### src/rtl/udp_pump_req_scheduler.sv
// udp_pump_req_scheduler
// Shares the single request port of the UDP/DDR pump between NUM_REQ stream-parser requesters.
// Round-robin grant, one request in flight on the output stage at a time, a credit limit on
// requests issued to the pump but not yet completed, and a timeout that forcibly returns a
// credit if the pump stops signalling completion.
//
// Ports
//   clock, rst_n   system clock, asynchronous active-low reset
//   enable         1 = new grants allowed (a request already presented still completes)
//   req_valid      per-requester request valid
//   req_data       requester i at [i*DSIZE +: DSIZE]
//   req_ready      one-hot, single-cycle accept pulse
//   out_valid      request to pump valid
//   out_data       request word, held stable until out_ready
//   out_id         index of the requester whose word is on out_data
//   out_ready      pump accepts request
//   done           pump finished one request (1-cycle pulse)
//   outstanding    issued-but-not-done count
//   timeout_err    1-cycle pulse on forced credit release
//   underflow_err  1-cycle pulse on done while nothing is outstanding
module udp_pump_req_scheduler #(
  parameter int unsigned NUM_REQ         = 4,
  parameter int unsigned DSIZE           = 132,
  parameter int unsigned MAX_OUTSTANDING = 2,
  parameter int unsigned TIMEOUT         = 1024,
  localparam int unsigned IdW            = $clog2(NUM_REQ),
  localparam int unsigned CntW           = $clog2(MAX_OUTSTANDING + 1),
  localparam int unsigned TmrW           = $clog2(TIMEOUT)
) (
  input  logic                     clock,
  input  logic                     rst_n,
  input  logic                     enable,
  input  logic [NUM_REQ-1:0]       req_valid,
  input  logic [NUM_REQ*DSIZE-1:0] req_data,
  output logic [NUM_REQ-1:0]       req_ready,
  output logic                     out_valid,
  output logic [DSIZE-1:0]         out_data,
  output logic [IdW-1:0]           out_id,
  input  logic                     out_ready,
  input  logic                     done,
  output logic [CntW-1:0]          outstanding,
  output logic                     timeout_err,
  output logic                     underflow_err
);

  // The grant phase is the single idle cycle in which req_ready fires; the word is latched on
  // that edge and presented from the next cycle, so a request occupies two cycles minimum.
  typedef enum logic [0:0] {StIdle, StSend} state_e;

  state_e           state_q, state_d;
  logic [IdW-1:0]   rr_ptr_q, rr_ptr_d;
  logic [IdW-1:0]   out_id_q, out_id_d;
  logic [DSIZE-1:0] out_data_q, out_data_d;
  logic [CntW-1:0]  outstanding_q, outstanding_d;
  logic [TmrW-1:0]  tmr_q, tmr_d;
  logic             timeout_err_q, underflow_err_q;

  logic             win_found;
  logic [IdW-1:0]   win_idx;
  logic [IdW:0]     scan;
  logic [DSIZE-1:0] win_data;
  logic             credit_ok, grant, hs, tmr_fire, dec, underflow;

  // Round-robin search starting at rr_ptr, wrapping modulo NUM_REQ.
  always_comb begin
    win_found = 1'b0;
    win_idx   = '0;
    scan      = '0;
    for (int unsigned k = 0; k < NUM_REQ; k++) begin
      scan = {1'b0, rr_ptr_q} + (IdW + 1)'(k);
      if (scan >= (IdW + 1)'(NUM_REQ)) begin
        scan = scan - (IdW + 1)'(NUM_REQ);
      end
      if (!win_found && req_valid[scan[IdW-1:0]]) begin
        win_found = 1'b1;
        win_idx   = scan[IdW-1:0];
      end
    end
  end

  always_comb begin
    win_data = '0;
    for (int unsigned i = 0; i < NUM_REQ; i++) begin
      if (win_idx == IdW'(i)) begin
        win_data = req_data[i*DSIZE +: DSIZE];
      end
    end
  end

  assign credit_ok = outstanding_q < CntW'(MAX_OUTSTANDING);
  assign grant     = (state_q == StIdle) && enable && credit_ok && win_found;
  assign hs        = (state_q == StSend) && out_ready;

  // Timer counts cycles with credits out and no completion; firing on its last value means
  // the release happens after exactly TIMEOUT such cycles.
  assign tmr_fire  = (outstanding_q != '0) && !done && (tmr_q == TmrW'(TIMEOUT - 1));
  // A done alongside a handshake is legal even from zero: the two cancel.
  assign underflow = done && (outstanding_q == '0) && !hs;
  assign dec       = (done && !underflow) || tmr_fire;

  always_comb begin
    state_d    = state_q;
    rr_ptr_d   = rr_ptr_q;
    out_id_d   = out_id_q;
    out_data_d = out_data_q;
    unique case (state_q)
      StIdle: begin
        if (grant) begin
          state_d    = StSend;
          out_id_d   = win_idx;
          out_data_d = win_data;
        end
      end
      StSend: begin
        if (out_ready) begin
          state_d  = StIdle;
          rr_ptr_d = (out_id_q == IdW'(NUM_REQ - 1)) ? '0 : out_id_q + IdW'(1);
        end
      end
      default: state_d = StIdle;
    endcase
  end

  always_comb begin
    outstanding_d = outstanding_q;
    if (hs && !dec) begin
      outstanding_d = outstanding_q + CntW'(1);
    end else if (!hs && dec) begin
      outstanding_d = outstanding_q - CntW'(1);
    end
  end

  always_comb begin
    tmr_d = tmr_q + TmrW'(1);
    if (done || (outstanding_q == '0) || tmr_fire) begin
      tmr_d = '0;
    end
  end

  always_ff @(posedge clock or negedge rst_n) begin
    if (!rst_n) begin
      state_q         <= StIdle;
      rr_ptr_q        <= '0;
      out_id_q        <= '0;
      out_data_q      <= '0;
      outstanding_q   <= '0;
      tmr_q           <= '0;
      timeout_err_q   <= 1'b0;
      underflow_err_q <= 1'b0;
    end else begin
      state_q         <= state_d;
      rr_ptr_q        <= rr_ptr_d;
      out_id_q        <= out_id_d;
      out_data_q      <= out_data_d;
      outstanding_q   <= outstanding_d;
      tmr_q           <= tmr_d;
      timeout_err_q   <= tmr_fire;
      underflow_err_q <= underflow;
    end
  end

  assign req_ready     = grant ? (NUM_REQ'(1) << win_idx) : '0;
  assign out_valid     = (state_q == StSend);
  assign out_data      = out_data_q;
  assign out_id        = out_id_q;
  assign outstanding   = outstanding_q;
  assign timeout_err   = timeout_err_q;
  assign underflow_err = underflow_err_q;

endmodule

### config.mk
export PLATFORM = sky130hd
export DESIGN_NAME = udp_pump_req_scheduler
export DESIGN_NICKNAME = d
export VERILOG_FILES = /design/src/rtl/udp_pump_req_scheduler.sv
export SDC_FILE = /design/constraint.sdc
export NUM_CORES = 1
export LEC_CHECK = 0
export CAP_MARGIN = 0
export CORE_AREA = 2 2 264 266
export DETAILED_ROUTE_END_ITERATION = 8
export DIE_AREA = 0 0 266 268
export SETUP_SLACK_MARGIN = 0.4
export SLEW_MARGIN = 25
export SYNTH_ARGS = -nofsm -noshare
export SYNTH_HDL_FRONTEND = slang
export SYNTH_SLANG_ARGS = --single-unit
### constraint.sdc
create_clock -name clock -period 3.2 [get_ports clock]
set_clock_uncertainty 0.15 [all_clocks]
set_input_delay 0.48 -clock clock [delete_from_list [all_inputs] [get_ports clock]]
set_output_delay 0.48 -clock clock [all_outputs]
set_load 0.01 [all_outputs]
==> flow_metrics.py <==
metrics = {
    "status": {
        "status": "finished clean",
    },
    "cts": {
        "cts_max_level": 4,
        "clk_pin_slew_ns": 0.07,
        "cts_root_buf": "clkbuf_16",
        "insertion_delay_ns": 0.47,
        "tritoncts.num_buffers": 17,
        "cts_buffer_depth": 2,
        "cts_tree": "yes",
        "cts.sinks": 151,
    },
    "flow_run": {
        "cap_violations": 0,
    },
    "sta": {
        "fin_ws_ns": 0.440,
        "fin_crit_ns": 2.76,
        "holdWs_ns": 0.347,
        "hold_viol": 0,
        "max_freq_ghz": 0.362,
        "max-slew-margin-rel_pct": 42.0,
        "worstMarginPinSlew_ns": 0.870,
        "fin_crit_sh_pct": 86.2,
        "finalMaxSlewViolations": 0,
        "setup_violations": 0,
        "grt_setup_unrepaired": "no",
    },
    "route": {
        "viasPerCell": 4.58,
        "ant_nets": 0,
        "dr.pass1.iters": 5,
        "drc": 0,
        "routedWlPerCell_um": 20.6,
        "drt_wl_total_um": 52900,
        "dr_total_vias": 11700,
        "drt_iter0_drc": 681,
    },
    "setup_path": {
        "critPathCaptureType": "output port",
        "reg2reg_from": "rr_ptr_q[0]$_DFFE_PN0N_",
        "crit_path_start": "enable",
        "worst-endpoint-arrival_ns": 2.13,
        "critPathBufInv": 3,
        "crit_chain": "clkdlybuf4s50_1 -> or3b_4 -> or2_4 -> nor2_2 -> buf_4 -> clkdlybuf4s15_2",
        "path_depth": 6,
        "crit_type": "input pin to output port",
        "reg2reg_setup_slack_ns": 0.60,
        "required_ns": 2.57,
        "worstReg2RegEnd": "out_data[0]$_DFFE_PN0P_",
        "start_kind": "input pin",
        "reg2reg_depth": 9,
        "cp_slowest_cell": "clkdlybuf4s50_1",
        "crit_fanout": 4,
        "crit_path_max_incr_delay_ns": 0.48,
        "cpLargestDelayFamily": "buffers and inverters",
        "cp-endpoint": "req_ready[1]",
    },
    "die": {
        "coreArea_um2": 68200,
        "fp.dieH_um": 268,
        "die_area_um2": 71300,
        "ios": 680,
        "die_w_um": 266,
        "start_util_pct": 13.9,
        "core.rowCount": 96,
    },
    "synthesis": {
        "syn_area_um2": 9480,
        "syn_area_per_cell_um2": 9.23,
        "syn_inst": 1027,
        "synth-edff-count": 0,
        "synthArstFlopShare_pct": 100,
        "ys_seq_area_share_pct": 39.9,
        "synth_cell_types": 51,
        "synth_ff_type": "dfrtp_1",
        "synth_nets": 1567,
        "ys_warn_count": 0,
        "ys_ff_latch": 151,
    },
    "finish": {
        "final_common_cell": "clkdlybuf4s50_1",
        "fin_area_um2": 18100,
        "instances_no_fill": 2564,
        "drive_gt1_share_pct": 7.62,
        "register_area_um2": 3780,
        "num-fill-cells": 7216,
        "final_nets": 2207,
        "multiInputGateArea_um2": 5230,
        "final_cell_mix": "clkdlybuf4s50_1, dfrtp_1, o21ai_0",
        "syn_to_final_growth_pct": 91.4,
    },
    "grt": {
        "antenna_found_initial": 5,
        "grt.overflow.total": 0,
        "grt_pass1_wl_um": 76300,
        "grtUsageTotal_pct": 14.3,
        "grt_pass1_vias": 12100,
        "grt_max_degree": 80,
    },
    "placement": {
        "post-place-ws_ns": -0.0701,
        "dp_hpwl_um": 40300,
        "portBuffers": 679,
        "gp_congestion": 0.863,
        "place_area_um2": 17400,
        "dp_cells": 2523,
    },
    "power": {
        "ir_drop_mv": 0.293,
        "power_leakage_nw": 6.74,
        "powerDensity_nw_per_um2": 732,
    },
    "min_path": {
        "hp-class": "flip-flop to flip-flop",
    },
}
==> through the flow <==
stage	setup TNS, ns	util (%)	power (W)
final	0	26.6	0.0133
after detailed placement	-2.33	25.6	0.0111
after floorplan	0	-	0.00704
after global placement	-2.67	25.6	0.0110
after global routing	0	26.6	0.0141
after CTS	0	26.5	0.0134
==> Yosys cell counts (all sizes together) (4+ instances only) <==
cell | number | area share, %
dfrtp | 151 | 40
o31ai | 7 | 0.55
o22a | 78 | 7.2
nor2 | 23 | 1.1
o41ai | 8 | 0.74
xnor2 | 5 | 0.46
xor2 | 5 | 0.46
nand4b | 8 | 0.74
a211oi | 9 | 1.1
a221o | 117 | 12
clkbuf | 70 | 2.8
o221ai | 7 | 0.71
mux2 | 40 | 4.8
a21oi | 84 | 4.5
and3 | 7 | 0.46
nand2 | 96 | 3.8
o21ai | 125 | 6.6
a21o | 4 | 0.40
nor2b | 4 | 0.26
buf | 48 | 3.2
nand3 | 83 | 4.4
mux2i | 8 | 0.84
nor3 | 18 | 1.0
==> registers in the layout, summed over array words and instances (netlist names) <==
name	flops
rr_ptr_q	2
outstanding	2
out_data	132
underflow_err	1
tmr_q	10
out_valid	1
timeout_err	1
out_id	2
==> what timing repair did <==
item,4_1_cts,5_1_grt
hold endpoints to repair,66,0
hold buffers,1,0
gates resized for setup,22,13
endpoints found under the setup margin,4,40
pin swaps,2,1
setup buffers,3,3
==> metal layers <==
metal	vias to the layer above	track usage, %	part of all wire, %
met4	4	7.20	4.4
met5	-	0	0.049
met1	5750	15.9	39
met2	587	25.1	50
li1	5286	-	-
met3	122	3.90	6.9
==> worst reg2reg max path: stages (launching register included) <==
cell and delay (ns):
dfrtp_2 0.47, and4b_2 0.28, buf_4 0.14, a21o_4 0.21, nor2_8 0.14, buf_12 0.24, buf_4 0.32, buf_4 0.21
nor3_1 0.07, o31ai_1 0.29
==> layout make-up <==
cell class / count / area share, %
Antenna cell: 2 / 0.0276
Clock buffer: 17 / 2.34
Clock inverter: 15 / 0.917
Inverter: 3 / 0.0621
Multi-Input combinational cell: 755 / 28.8
Sequential cell: 151 / 20.8
Tap cell: 882 / 6.08
Timing Repair Buffer: 739 / 40.9
==> where the power goes <==
part / internal, W / switching [W] / total, W / leakage [nW]
Sequential: 0.00281 / 0.000608 / 0.00341 / 1.79
Clock: 0.00117 / 0.000974 / 0.00214 / 0.287
Combinational: 0.00391 / 0.00382 / 0.00773 / 4.66
==> worst min path at each step <==
stage / startpoint / end / slack (ns) / cells after the start
after floorplan: rst_n / out_data[0]$_DFFE_PN0P_ / 0.03 / 0
after global placement: tmr_q[0]$_DFF_PN0_ / tmr_q[0]$_DFF_PN0_ / 0.31 / 1
after detailed placement: out_data[129]$_DFFE_PN0P_ / out_data[129]$_DFFE_PN0P_ / 0.33 / 2
after CTS: out_data[129]$_DFFE_PN0P_ / out_data[129]$_DFFE_PN0P_ / 0.35 / 2
after global routing: out_data[43]$_DFFE_PN0P_ / out_data[43]$_DFFE_PN0P_ / 0.37 / 1
final: tmr_q[0]$_DFF_PN0_ / tmr_q[0]$_DFF_PN0_ / 0.35 / 1
==> cell families (layout without fill, tap and decap cells) <==
kind of cell	after synthesis	count (layout)	share of synthesized area, %
AOI/OAI and AO/OA	443	443	34.5
and+or+nand+nor	251	251	12.6
DFF	151	151	39.9
buffers and inverters	121	774	6.05
muxes	48	48	5.60
xor gates and xnor gates	10	10	0.924
adders and majority gates	3	3	0.396
other	0	2	0
No activity file was read; power rests on OpenSTA's default activity.
